--- src/rtl/edge_detector_bank.sv ---
// edge_detector_bank: multi-channel synchronise / filter / edge-detect bank.
// Each channel runs its raw input through a synchroniser, optionally a
// debounce filter, and decodes rising/falling edges against a per-channel
// mode. Detected edges strobe pulse for one cycle and set a sticky pending
// flag (write-1-to-clear); irq is the OR of all pending flags.
// Optional feature macro: DEBOUNCE_EN (per-channel debounce counters).
module edge_detector_bank #(
   parameter int CHANNELS        = 4,
   parameter int SYNC_STAGES     = 2,
   parameter int DEBOUNCE_CYCLES = 16
) (
   input  logic                  clk,
   input  logic                  rst,
   input  logic [CHANNELS-1:0]   in,
   input  logic [2*CHANNELS-1:0] mode,
   input  logic [CHANNELS-1:0]   clr,
   output logic [CHANNELS-1:0]   level,
   output logic [CHANNELS-1:0]   pulse,
   output logic [CHANNELS-1:0]   pending,
   output logic                  irq
);

   // Pulses stay suppressed until the synchroniser and prev-level flops
   // hold post-reset data, so a level present through reset is not an edge.
   localparam int ARM_CYCLES = SYNC_STAGES + 1;
   localparam int ARM_W      = $clog2(ARM_CYCLES + 1);

   // Elaboration-time guard against unusable parameter values.
   if (CHANNELS < 1 || SYNC_STAGES < 2 || DEBOUNCE_CYCLES < 1) begin : g_bad_params
      $error("edge_detector_bank: illegal parameter value");
   end

   logic [CHANNELS-1:0]   sync_q [SYNC_STAGES];
   logic [CHANNELS-1:0]   sync_s;
   logic [CHANNELS-1:0]   level_s;
   logic [CHANNELS-1:0]   prev_q;
   logic [2*CHANNELS-1:0] mode_q;
   logic [ARM_W-1:0]      arm_q;
   logic [ARM_W-1:0]      arm_d;
   logic                  armed_s;
   logic [CHANNELS-1:0]   pulse_s;
   logic [CHANNELS-1:0]   pending_q;
   logic [CHANNELS-1:0]   pending_d;

   // Synchroniser chain: stage 0 samples the raw inputs, last stage is s.
   always_ff @(posedge clk) begin
      if (!rst) begin
         for (int k = 0; k < SYNC_STAGES; k++) begin
            sync_q[k] <= {CHANNELS{1'b0}};
         end
      end else begin
         sync_q[0] <= in;
         for (int k = 1; k < SYNC_STAGES; k++) begin
            sync_q[k] <= sync_q[k-1];
         end
      end
   end

   assign sync_s = sync_q[SYNC_STAGES-1];

`ifdef DEBOUNCE_EN
   localparam int CNT_W = $clog2(DEBOUNCE_CYCLES + 1);

   logic [CNT_W-1:0]    cnt_q [CHANNELS];
   logic [CNT_W-1:0]    cnt_d [CHANNELS];
   logic [CHANNELS-1:0] level_q;
   logic [CHANNELS-1:0] level_d;

   // Debounce: accept a new level only after DEBOUNCE_CYCLES consecutive
   // cycles of disagreement; any agreement restarts the count.
   always_comb begin
      level_d = level_q;
      for (int i = 0; i < CHANNELS; i++) begin
         cnt_d[i] = cnt_q[i];
         if (sync_s[i] != level_q[i]) begin
            if (cnt_q[i] == CNT_W'(DEBOUNCE_CYCLES - 1)) begin
               level_d[i] = sync_s[i];
               cnt_d[i]   = {CNT_W{1'b0}};
            end else begin
               cnt_d[i] = cnt_q[i] + CNT_W'(1);
            end
         end else begin
            cnt_d[i] = {CNT_W{1'b0}};
         end
      end
   end

   // Debounce state registers.
   always_ff @(posedge clk) begin
      if (!rst) begin
         level_q <= {CHANNELS{1'b0}};
         for (int i = 0; i < CHANNELS; i++) begin
            cnt_q[i] <= {CNT_W{1'b0}};
         end
      end else begin
         level_q <= level_d;
         for (int i = 0; i < CHANNELS; i++) begin
            cnt_q[i] <= cnt_d[i];
         end
      end
   end

   assign level_s = level_q;
`else
   assign level_s = sync_s;
`endif

   // Previous level and registered mode feed the edge decode.
   always_ff @(posedge clk) begin
      if (!rst) begin
         prev_q <= {CHANNELS{1'b0}};
         mode_q <= {(2*CHANNELS){1'b0}};
      end else begin
         prev_q <= level_s;
         mode_q <= mode;
      end
   end

   // Arm counter saturates once the pipeline has refilled after reset.
   always_comb begin
      if (armed_s) begin
         arm_d = arm_q;
      end else begin
         arm_d = arm_q + ARM_W'(1);
      end
   end

   assign armed_s = (arm_q == ARM_W'(ARM_CYCLES));

   // Arm counter register.
   always_ff @(posedge clk) begin
      if (!rst) begin
         arm_q <= {ARM_W{1'b0}};
      end else begin
         arm_q <= arm_d;
      end
   end

   // Edge decode per channel, selected by the registered mode.
   always_comb begin
      pulse_s = {CHANNELS{1'b0}};
      for (int i = 0; i < CHANNELS; i++) begin
         case (mode_q[2*i +: 2])
            2'b00:   pulse_s[i] = 1'b0;
            2'b01:   pulse_s[i] = level_s[i] & ~prev_q[i];
            2'b10:   pulse_s[i] = ~level_s[i] & prev_q[i];
            2'b11:   pulse_s[i] = level_s[i] ^ prev_q[i];
            default: pulse_s[i] = 1'b0;
         endcase
         if (!armed_s) begin
            pulse_s[i] = 1'b0;
         end else begin
            pulse_s[i] = pulse_s[i];
         end
      end
   end

   // A new event wins over a simultaneous clear so no event is lost.
   always_comb begin
      pending_d = (pending_q & ~clr) | pulse_s;
   end

   // Sticky pending flags.
   always_ff @(posedge clk) begin
      if (!rst) begin
         pending_q <= {CHANNELS{1'b0}};
      end else begin
         pending_q <= pending_d;
      end
   end

   assign level   = level_s;
   assign pulse   = pulse_s;
   assign pending = pending_q;
   assign irq     = |pending_q;

endmodule
--- config.mk ---
export PLATFORM = sky130hd
export DESIGN_NAME = edge_detector_bank
export DESIGN_NICKNAME = d
export VERILOG_FILES = /design/src/rtl/edge_detector_bank.sv
export SDC_FILE = /design/constraint.sdc
export NUM_CORES = 1
export LEC_CHECK = 0
export ABC_CLOCK_PERIOD_IN_PS = 1700
export CAP_MARGIN = 5
export CORE_ASPECT_RATIO = 1.5
export CORE_UTILIZATION = 25
export CTS_BUF_LIST = sky130_fd_sc_hd__clkbuf_8
export CTS_CLUSTER_DIAMETER = 50
export CTS_CLUSTER_SIZE = 40
export DETAILED_ROUTE_END_ITERATION = 10
export PLACE_DENSITY_LB_ADDON = 0.05
export SYNTH_ARGS = -nofsm -noshare
export SYNTH_HDL_FRONTEND = slang
export SYNTH_SLANG_ARGS = --single-unit
--- constraint.sdc ---
create_clock -name clk -period 1.7 [get_ports clk]
set_input_delay 0.51 -clock clk [delete_from_list [all_inputs] [get_ports clk]]
set_output_delay 0.51 -clock clk [all_outputs]
set_load 0.1 [all_outputs]
Yosys cells after proc, flatten, opt, wreduce, memory -nomap -nowiden --
Memories as Yosys holds them, arrays and structs flattened. Index checks and enable logic that the tools add are counted.
Cells by class: $add $sub $neg 1, multiply operators 0, div/mod/pow operators 0, $lt $le $gt $ge 0, equality and inequality tests 13, shift operators 0, mux-type cells 12, bitwise operators 25, reductions and logical operators 5
Operators with widths (number):
- == test 2 bit (second input constant) | 9
- case mux 1 bit (4 select lines) | 4
- bitwise AND 1 bit | 8
- == test 2 x 1 -> 1 bit (second input constant) | 4
- logical NOT 2 bit | 4
- 2-to-1 mux 4 bit | 2
- NOT 1 bit | 8
- 2-to-1 mux 1 bit | 6
- bitwise AND 4 bit | 1
- NOT 4 bit | 1
- bitwise OR 4 bit | 1
- OR reduction 4 bit | 1
- bitwise XOR 1 bit | 4
- adder 2 x 1 -> 2 bit (second input constant) | 1
- bitwise OR 1 bit | 2
Word-level totals: register bits after elaboration 18, bits in latches 0, bits in writable memories 8, bits in read-only memories 0, bits of input ports 18, logic and storage cells 61, memories 1
Memory list:
- sync_q | words 2, bits a word 4, read ports 2, clocked after Yosys merged registers in 0, write ports 2, line 33 | logic [CHANNELS-1:0] sync_q [SYNC_STAGES];

Longest topological paths before layout --
Gate-level depths: netlist of run 1.
depth in word-level cells 5, mapped depth 5, gate-level depth less buffers 5

Least setup slack after synthesis of run 1 --
OpenSTA, ideal clock, no wires.
kind register to output, from memory sync_q[1][0], in the netlist sync_q[0][4], to output port pulse[0], data arrival time 2.268 ns, data required time 1.190 ns, path slack -1.078 ns, stages on the path, launching flop included 6, path buffers 0, cells stage by stage dfxtp_1 -> inv_1 -> ha_1 -> nor2b_1 -> o21ai_1 -> a21boi_1
RTL lines:
- from (decl) | line 33
- to (decl) | line 18 | output logic [CHANNELS-1:0] pulse,

==> results of run 1 <==
critical path: stages (launching register included):
cell and delay, ns:
dfxtp_2 0.36, inv_2 0.05, ha_4 0.21, nor2b_4 0.12
o21ai_2 0.07, a21boi_4 0.15, buf_12 0.19
layer usage:
metal	up-vias	global-route usage [%]	routed length (microns)
met5	-	0	0
met4	0	5.322	24
met3	2	1.550	77
met2	18	18.82	1172
met1	405	11.07	900
li1	444	-	-
power by group through the flow:
stage               sequential [mW]  clock [mW]  combinational (mW)
floorplan                     0.675           0               0.142
detailed placement            0.678           0               0.235
global route                  0.669       0.394               0.260
CTS                           0.664       0.372               0.238
finish                        0.664       0.351               0.236
global placement              0.676           0               0.231
layout make-up:
type | instances | area (sq um)
inverters | 9 | 33.78
clock buffers | 3 | 41.29
well taps | 46 | 57.56
clock inverters | 1 | 3.754
multi-input cells | 70 | 670.6
fillers | 424 | 2362
flip-flops and latches | 26 | 543.0
repair buffers | 42 | 533.0
cell usage after synthesis, drive strengths merged:
cell type	instances
o21ai	4
nand3b	4
inv	9
or4	1
nor2b	8
nand4b	4
buf	6
xor2	1
nand2b	4
nor2	6
mux2i	1
dfxtp	26
and2	16
o211ai	4
ha	9
a21boi	4
a31oi	4
state kept, by name, summed over array words and instances (netlist names):
register  flops
pending       4
mode_q        8
sync_q        8
arm_q         2
prev_q        4
cell families (layout without fill, tap and decap cells):
group	count (synthesis)	count (layout)	synth area share [%]
xor gates and xnor gates	1	1	0.7858
adders and majority gates	9	9	10.10
AOI/OAI and AO/OA	16	16	10.10
DFF	26	26	46.69
muxes	1	1	0.8979
buffers and inverters	15	55	7.182
and+or+nand+nor	43	43	24.24
through the flow:
stage	power [mW]	TNS (ns)	worst slack, ns
floorplan	0.8175	-0.5764	-0.1441
global placement	0.9075	0	0.02334
detailed placement	0.9129	0	0.01474
CTS	1.274	-1.183	-0.2610
global route	1.322	-1.397	-0.3091
finish	1.251	-1.094	-0.2417
worst max path at each step:
| stage | from | to | cells past startpoint |
|---|---|---|---|
| 2_1_floorplan | sync_q[0][4] | pulse[0] | 5 |
| 4_1_cts | sync_q[0][7] | pulse[3] | 6 |
| 6_report | sync_q[0][6] | pulse[2] | 6 |
| 5_1_grt | sync_q[0][4] | pulse[0] | 6 |
| 3_3_place_gp | prev_q[3] | pulse[3] | 6 |
| 3_5_place_dp | prev_q[3] | pulse[3] | 6 |
repair_timing:
| action | 4_1_cts | 5_1_grt |
|---|---|---|
| endpoints found under the setup margin | 5 | 5 |
| pin swaps | 5 | 1 |
| resized for setup | 5 | 1 |
| setup buffers | 3 | 2 |
==> flow_metrics.py, run 1 <==
metrics = {
    "clock_network": {
        "cts.clk_slew.worst_paths_ns": 0.09,
        "cts.sink_count": 26,
        "cts_root_buf": "clkbuf_8",
        "ctsHoldBuffers": 0,
        "htree_num_levels": 1,
        "clock_latency_ns": 0.27,
        "cts_max_path_buffers": 2,
        "cts_tree": "done",
        "numCtsBuffers": 3,
    },
    "synthesis": {
        "syn_inst": 111,
        "netlist.area_leader.share_pct": 46.69,
        "syn_nets": 138,
        "ys_seq_area_share_pct": 46.69,
        "synth_cell_types": 21,
        "yosys_warnings": 0,
        "synth_area_per_cell_sq_um": 10.04,
        "synth_area_leaders": "dfxtp_1, ha_1, and2_1",
        "yosys_register_bits": 26,
        "synth_area_leader_cell": "dfxtp_1",
        "syn_area_sq_um": 1115,
    },
    "placed_design": {
        "dpl.hpwl_microns": 1659,
        "dp.cells": 188,
        "io_buffer_count": 30,
        "dpl_cell_area_sq_um": 1785,
        "place_congestion": 0.6323,
    },
    "critical_path": {
        "endpoint_kind": "output pin",
        "start_kind": "flop",
        "r2r_setup_slack_ns": 0.49,
        "worstRegToRegCells": 6,
        "cp.arrival_ns": 1.43,
        "rr_startpoint": "sync_q[0][6]",
        "worstPathRequired_ns": 1.19,
        "r2r_end": "pending[2]",
        "path_max_fanout": 3,
        "path_class": "reg -> out",
    },
    "pwr": {
        "power.switching_mw": 0.3174,
        "combPwrFrac_pct": 18.9,
        "vdd_drop_max_uv": 371.8,
        "intPower_mw": 0.9331,
        "switching_share_pct": 25.38,
        "seq_power_share_pct": 53.1,
        "p_clk_share_pct": 28.0,
        "pwr_density_cell_nw_per_um2": 664.1,
        "cellLeakagePower_nw": 0.6897,
    },
    "floorplan": {
        "ios": 31,
        "fp.dieW_microns": 56.53,
        "start_util_pct": 26.26,
        "die_y_microns": 83.79,
        "die_area_sq_um": 4736,
        "core_area_sq_um": 4245,
        "rows": 29,
    },
    "min_path": {
        "whs_path_depth": 1,
        "min_from": "sync_q[0][3]",
        "hp-class": "reg -> reg",
        "hold_end": "sync_q[0][7]",
    },
    "sta": {
        "skew_ns": 0.001959,
        "min_period_ns": 1.942,
        "setup_viol": 5,
        "tightest_slew_ns": 0.2003,
        "fin_ws_ns": -0.2417,
        "hold_violations": 0,
        "relSlewSlack_pct": 86.63,
        "fmax_ghz": 0.5150,
        "finalHoldWorstSlack_ns": 0.4335,
        "period_share_pct": 114.2,
        "rsz0062_at_grt": "yes",
        "drv_slew": 0,
    },
    "global_route": {
        "grt-ovfl-total": 0,
        "grt_pass1_vias": 929,
        "antenna_found_initial": 0,
        "track_usage_pct": 10.30,
        "grt_max_degree": 15,
        "grt_pass1_wl_microns": 3857,
    },
    "drt": {
        "dr_total_vias": 869,
        "drt-pass1-iter-count": 2,
        "ant_nets": 0,
        "drt_iter0_markers": 14,
        "avgRoutedWirePerCell_microns": 11.04,
        "vias_per_cell": 4.411,
        "wl_microns": 2175,
        "drc": 0,
    },
    "cells_and_area": {
        "layout_commonest_cell": "clkdlybuf4s50_1",
        "final_cell_area_sq_um": 1883,
        "syn2layout_area_growth_pct": 68.91,
        "n_antenna_cell": 0,
        "mostFrequentLayoutCells": "clkdlybuf4s50_1, and2_1, dfxtp_1, buf_12, buf_4",
        "layout.cells.non_filler": 197,
        "final_nets": 179,
        "drive_gt1_share_pct": 43.71,
        "final_util_pct": 44.36,
    },
    "status": {
        "status": "complete, but fails checks",
        "violations": "negative setup slack",
    },
    "flow_run": {
        "drv_cap": 0,
    },
}
(Power assumes the default switching activity.)
==> run 2: changes to the inputs <==
--- a/config.mk
+++ b/config.mk
@@ -10,10 +10,11 @@
 export CORE_ASPECT_RATIO = 1.5
 export CORE_UTILIZATION = 25
 export CTS_BUF_LIST = sky130_fd_sc_hd__clkbuf_8
-export CTS_CLUSTER_DIAMETER = 50
+export CTS_CLUSTER_DIAMETER = 80
 export CTS_CLUSTER_SIZE = 40
 export DETAILED_ROUTE_END_ITERATION = 10
 export PLACE_DENSITY_LB_ADDON = 0.05
 export SYNTH_ARGS = -nofsm -noshare
 export SYNTH_HDL_FRONTEND = slang
 export SYNTH_SLANG_ARGS = --single-unit
+export TNS_END_PERCENT = 10
==> constraint.sdc (replaced) <==
create_clock -name clk -period 1.7 [get_ports clk]
set_input_delay 0.51 -clock clk [delete_from_list [all_inputs] [get_ports clk]]
set_output_delay 0.51 -clock clk [all_outputs]
set_load 0.005 [all_outputs]
==> flow_metrics.py, run 2 (synthesis results as in run 1) <==
metrics = {
    "global_route": {
        "grt_max_degree": 14,
        "antenna_found_initial": 0,
        "grt_pass1_vias": 1023,
        "grt-ovfl-total": 0,
        "grt_pass1_wl_microns": 4395,
        "track_usage_pct": 11.95,
    },
    "floorplan": {
        "die_y_microns": 83.79,
        "start_util_pct": 26.26,
        "rows": 29,
        "ios": 31,
        "fp.dieW_microns": 56.53,
        "core_area_sq_um": 4245,
        "die_area_sq_um": 4736,
    },
    "drt": {
        "routed.top_layer": "met4",
        "drt_iter0_markers": 7,
        "drc": 0,
        "avgRoutedWirePerCell_microns": 11.61,
        "drt-pass1-iter-count": 4,
        "wl_met3_microns": 103,
        "wl_microns": 2600,
        "vias_per_cell": 4.384,
        "wl_met2_microns": 1374,
        "dr_total_vias": 982,
        "drt-met1-wl_microns": 1098,
        "ant_nets": 0,
    },
    "sta": {
        "skew_ns": 0.002501,
        "fmax_ghz": 0.5468,
        "drv_slew": 0,
        "rsz0062_at_grt": "yes",
        "relSlewSlack_pct": 87.22,
        "setup_viol": 5,
        "tightest_slew_ns": 0.1915,
        "period_share_pct": 107.6,
        "min_period_ns": 1.829,
        "fin_ws_ns": -0.1289,
        "tns_ns": -0.4835,
        "hold_violations": 0,
    },
    "cells_and_area": {
        "final_nets": 207,
        "final_cell_area_sq_um": 1923,
        "reg_top3": "mode_q (8), sync_q (8)",
        "final_util_pct": 45.30,
        "fillerInstances": 430,
        "mostFrequentLayoutCells": "buf_4, clkdlybuf4s50_1, and2_1",
        "layout_commonest_cell": "buf_4",
        "n_antenna_cell": 0,
        "drive_gt1_share_pct": 48.88,
        "syn2layout_area_growth_pct": 72.50,
    },
    "placed_design": {
        "place_congestion": 0.6966,
        "io_buffer_count": 30,
        "dpl_cell_area_sq_um": 1629,
        "pre_cts_ws_ns": -0.3556,
        "dpl.hpwl_microns": 1718,
    },
    "pwr": {
        "p_total_mw": 1.231,
        "pwr_density_cell_nw_per_um2": 640.1,
        "cellLeakagePower_nw": 0.8125,
        "vdd_drop_max_uv": 373.5,
    },
    "critical_path": {
        "cp_top_family": "flip-flops",
        "worstPathRequired_ns": 1.19,
        "path_buf_inv": 2,
        "path_max_fanout": 2,
        "path_class": "reg -> out",
        "start_kind": "flop",
        "endpoint_kind": "output pin",
        "cp_slowest_stage_delay_ns": 0.35,
        "cpMaxStageDelayCell": "dfxtp_2",
        "path_cells": "inv_2 -> ha_4 -> nor2b_4 -> o21ai_1 -> a21boi_1 -> buf_2",
        "cp.arrival_ns": 1.32,
    },
    "clock_network": {
        "numCtsBuffers": 3,
        "cts_tree": "done",
        "cts.clk_slew.worst_paths_ns": 0.09,
        "clock_latency_ns": 0.27,
        "ctsHoldBuffers": 0,
        "cts_max_path_buffers": 2,
        "cts.sink_count": 26,
        "htree_num_levels": 1,
        "cts_root_buf": "clkbuf_8",
    },
    "flow_run": {
        "drv_cap": 0,
    },
    "min_path": {
        "hp-class": "reg -> reg",
    },
    "status": {
        "violations": "negative setup slack",
        "status": "complete, but fails checks",
    },
}
## run 2: cell count changes in the layout (fill, tap and decap cells not counted), moves of 3 or more
cell / previous run / this run
dfxtp_2: 9 / 12
buf_4: 11 / 37
dlygate4sd2_1: 0 / 7
dfxtp_4: 3 / 0
buf_2: 0 / 4
ha_4: 4 / 7
a21boi_4: 4 / 0
buf_12: 14 / 0
buf_6: 0 / 4
ha_1: 5 / 1
## run 2: power by group
group	internal [mW]	leakage [nW]	switching, mW	total [mW]
Sequential	0.643	0.220	0.0244	0.667
Combinational	0.144	0.571	0.0744	0.219
Clock	0.159	0.0216	0.186	0.345
## run 2: final cells by class
class	count	area [sq um]	area share, %
timing repair buffer	70	579.3	30.12
sequential	26	535.5	27.85
clock buffer	3	41.29	2.147
multi-input combinational	70	675.6	35.13
inverter	9	33.78	1.757
tap	46	57.56	2.993
## run 2: final timing paths
path	from	endpoint	slack (ns)	cells past startpoint
worst max-delay path	sync_q[0][7]	pulse[3]	-0.13	6
worst min register to register	sync_q[0][1]	sync_q[0][5]	0.44	1
worst max register to register	sync_q[0][7]	pending[3]	0.11	9
worst min-delay path	sync_q[0][1]	sync_q[0][5]	0.44	1
## run 2: timing repair
| action | 4_1_cts | 5_1_grt |
|---|---|---|
| pin swaps | 12 | 6 |
| setup endpoints to repair | 13 | 5 |
| buffers inserted | 12 | 1 |
| gates resized for setup | 70 | 7 |
## run 2: stage by stage
step                      hold slack (ns)  instances
after global placement             0.4119        208
after detailed placement           0.4219        208
after CTS                          0.4438        223
final                              0.4382        224
after global routing               0.4669        224
after floorplan                    0.4057        111
## run 2: layer usage
metal	vias to the layer above	global-route usage, %
met1	459	13.93
met3	2	1.860
met4	0	4.656
met5	-	0
met2	19	21.28
li1	502	-
==> run 3: changes to the inputs <==
--- a/config.mk
+++ b/config.mk
@@ -5,13 +5,14 @@
 export SDC_FILE = /design/constraint.sdc
 export NUM_CORES = 1
 export LEC_CHECK = 0
-export ABC_CLOCK_PERIOD_IN_PS = 1700
+export ABC_CLOCK_PERIOD_IN_PS = 2300
 export CAP_MARGIN = 5
+export CELL_PAD_IN_SITES_DETAIL_PLACEMENT = 0
+export CELL_PAD_IN_SITES_GLOBAL_PLACEMENT = 2
 export CORE_ASPECT_RATIO = 1.5
 export CORE_UTILIZATION = 25
 export CTS_BUF_LIST = sky130_fd_sc_hd__clkbuf_8
 export CTS_CLUSTER_DIAMETER = 80
-export CTS_CLUSTER_SIZE = 40
 export DETAILED_ROUTE_END_ITERATION = 10
 export PLACE_DENSITY_LB_ADDON = 0.05
 export SYNTH_ARGS = -nofsm -noshare
==> constraint.sdc (replaced) <==
create_clock -name clk -period 2.3 [get_ports clk]
set_input_delay 0.69 -clock clk [delete_from_list [all_inputs] [get_ports clk]]
set_output_delay 0.69 -clock clk [all_outputs]
set_load 0.005 [all_outputs]
==> flow_metrics.py, run 3 (synthesis results as in run 1) <==
metrics = {
    "cells_and_area": {
        "final_nets": 177,
        "reg_top3": "mode_q (8), sync_q (8)",
        "final_cell_area_sq_um": 1553,
        "syn2layout_area_growth_pct": 39.28,
        "mostFrequentLayoutCells": "clkdlybuf4s50_1, dfxtp_1, and2_1",
        "drive_gt1_share_pct": 14.19,
        "n_antenna_cell": 0,
        "layout_commonest_cell": "clkdlybuf4s50_1",
    },
    "sta": {
        "skew_ns": 0.003470,
        "setup_viol": 0,
        "tightest_slew_ns": 0.2054,
        "fmax_ghz": 0.4469,
        "min_period_ns": 2.238,
        "period_share_pct": 97.30,
        "relSlewSlack_pct": 86.29,
        "rsz0062_at_grt": "yes",
        "hold_violations": 0,
        "drv_slew": 0,
    },
    "drt": {
        "drt-pass1-iter-count": 3,
        "avgRoutedWirePerCell_microns": 10.84,
        "drc": 0,
        "drt_iter0_markers": 9,
        "vias_per_cell": 4.325,
        "ant_nets": 0,
        "wl_microns": 2103,
        "dr_total_vias": 839,
    },
    "critical_path": {
        "worstRegToRegCells": 7,
        "endpoint_kind": "output pin",
        "path_max_fanout": 2,
        "start_kind": "flop",
        "cp.arrival_ns": 1.55,
        "path_class": "reg -> out",
        "worstPathRequired_ns": 1.61,
    },
    "clock_network": {
        "cts.clk_slew.worst_paths_ns": 0.08,
        "clock_latency_ns": 0.26,
        "numCtsBuffers": 3,
        "cts_root_buf": "clkbuf_8",
        "ctsHoldBuffers": 0,
        "cts_max_path_buffers": 2,
        "htree_num_levels": 1,
        "cts_tree": "done",
        "cts.sink_count": 26,
    },
    "placed_design": {
        "place_congestion": 0.7577,
        "dpl.hpwl_microns": 1630,
        "io_buffer_count": 30,
        "dpl_cell_area_sq_um": 1486,
    },
    "floorplan": {
        "start_util_pct": 26.26,
        "die_y_microns": 83.79,
        "rows": 29,
        "die_area_sq_um": 4736,
        "ios": 31,
        "core_area_sq_um": 4245,
        "fp.dieW_microns": 56.53,
    },
    "global_route": {
        "grt_pass1_wl_microns": 3436,
        "grt_pass1_vias": 792,
        "antenna_found_initial": 0,
        "track_usage_pct": 9.307,
        "grt_max_degree": 14,
        "grt-ovfl-total": 0,
    },
    "pwr": {
        "p_total_mw": 0.8508,
        "combPwrFrac_pct": 13.5,
        "vdd_drop_max_uv": 229.3,
        "p_clk_share_pct": 29.1,
        "cellLeakagePower_nw": 0.6188,
        "power.switching_mw": 0.1863,
        "seq_power_share_pct": 57.4,
        "intPower_mw": 0.6645,
        "pwr_density_cell_nw_per_um2": 547.9,
        "switching_share_pct": 21.89,
    },
    "min_path": {
        "hp-class": "reg -> reg",
        "whs_path_depth": 1,
    },
    "status": {
        "status": "completed",
    },
    "flow_run": {
        "drv_cap": 0,
    },
}
## run 3: power groups by stage
stage	logic [mW]	clock network, mW	registers [mW]
global placement	0.112	0	0.498
global route	0.129	0.276	0.492
detailed placement	0.114	0	0.499
finish	0.114	0.248	0.489
CTS	0.115	0.271	0.489
floorplan	0.0605	0	0.496
## run 3: metal layers
metal / share of wire (%) / wire, microns / global-route usage [%] / vias to the layer above
met2: 48 / 1008 / 14.87 / 22
met3: 4.8 / 100 / 1.550 / 2
met1: 46 / 970 / 11.59 / 374
met5: 0 / 0 / 0 / -
met4: 1.1 / 24 / 5.322 / 0
li1: - / - / - / 441
## run 3: per-stage QoR
step | setup TNS (ns) | util (%) | hold slack [ns] | setup slack, ns | std cells
4_1_cts | 0 | 36.10 | 0.4380 | 0.03173 | 193
3_3_place_gp | 0 | 35.01 | 0.4150 | 0.07516 | 189
3_5_place_dp | 0 | 35.01 | 0.4164 | 0.06825 | 189
6_report | 0 | 36.58 | 0.4314 | 0.06218 | 194
5_1_grt | -0.01375 | 36.58 | 0.4544 | -0.01254 | 194
2_1_floorplan | 0 | - | 0.4057 | 0.6020 | 111
## run 3: path summary, 6_finish.rpt
path | to | start | slack [ns]
hold reg to reg | sync_q[0][7] | sync_q[0][3] | 0.43
setup / recovery | pulse[0] | sync_q[0][4] | 0.06
setup reg to reg | pending[0] | sync_q[0][4] | 0.95
hold / removal | sync_q[0][7] | sync_q[0][3] | 0.43
## run 3: final cells by class
class	count	area, sq um
timing repair buffer	40	375.4
clock buffer	3	41.29
inverter	9	33.78
fill	456	2693
multi-input combinational	70	521.8
tap	46	57.56
sequential	26	523.0
## run 3: worst max-delay path, stage by stage, from the launching register on
cell	delay, ns
dfxtp_1	0.34
inv_1	0.06
ha_1	0.30
nor2b_2	0.14
o21ai_1	0.08
a21boi_1	0.15
clkdlybuf4s15_1	0.22
## run 3: what timing repair did
item / 4_1_cts / 5_1_grt
setup buffers: 1 / 1
resized for setup: 6 / 6
setup endpoints to repair: 4 / 4
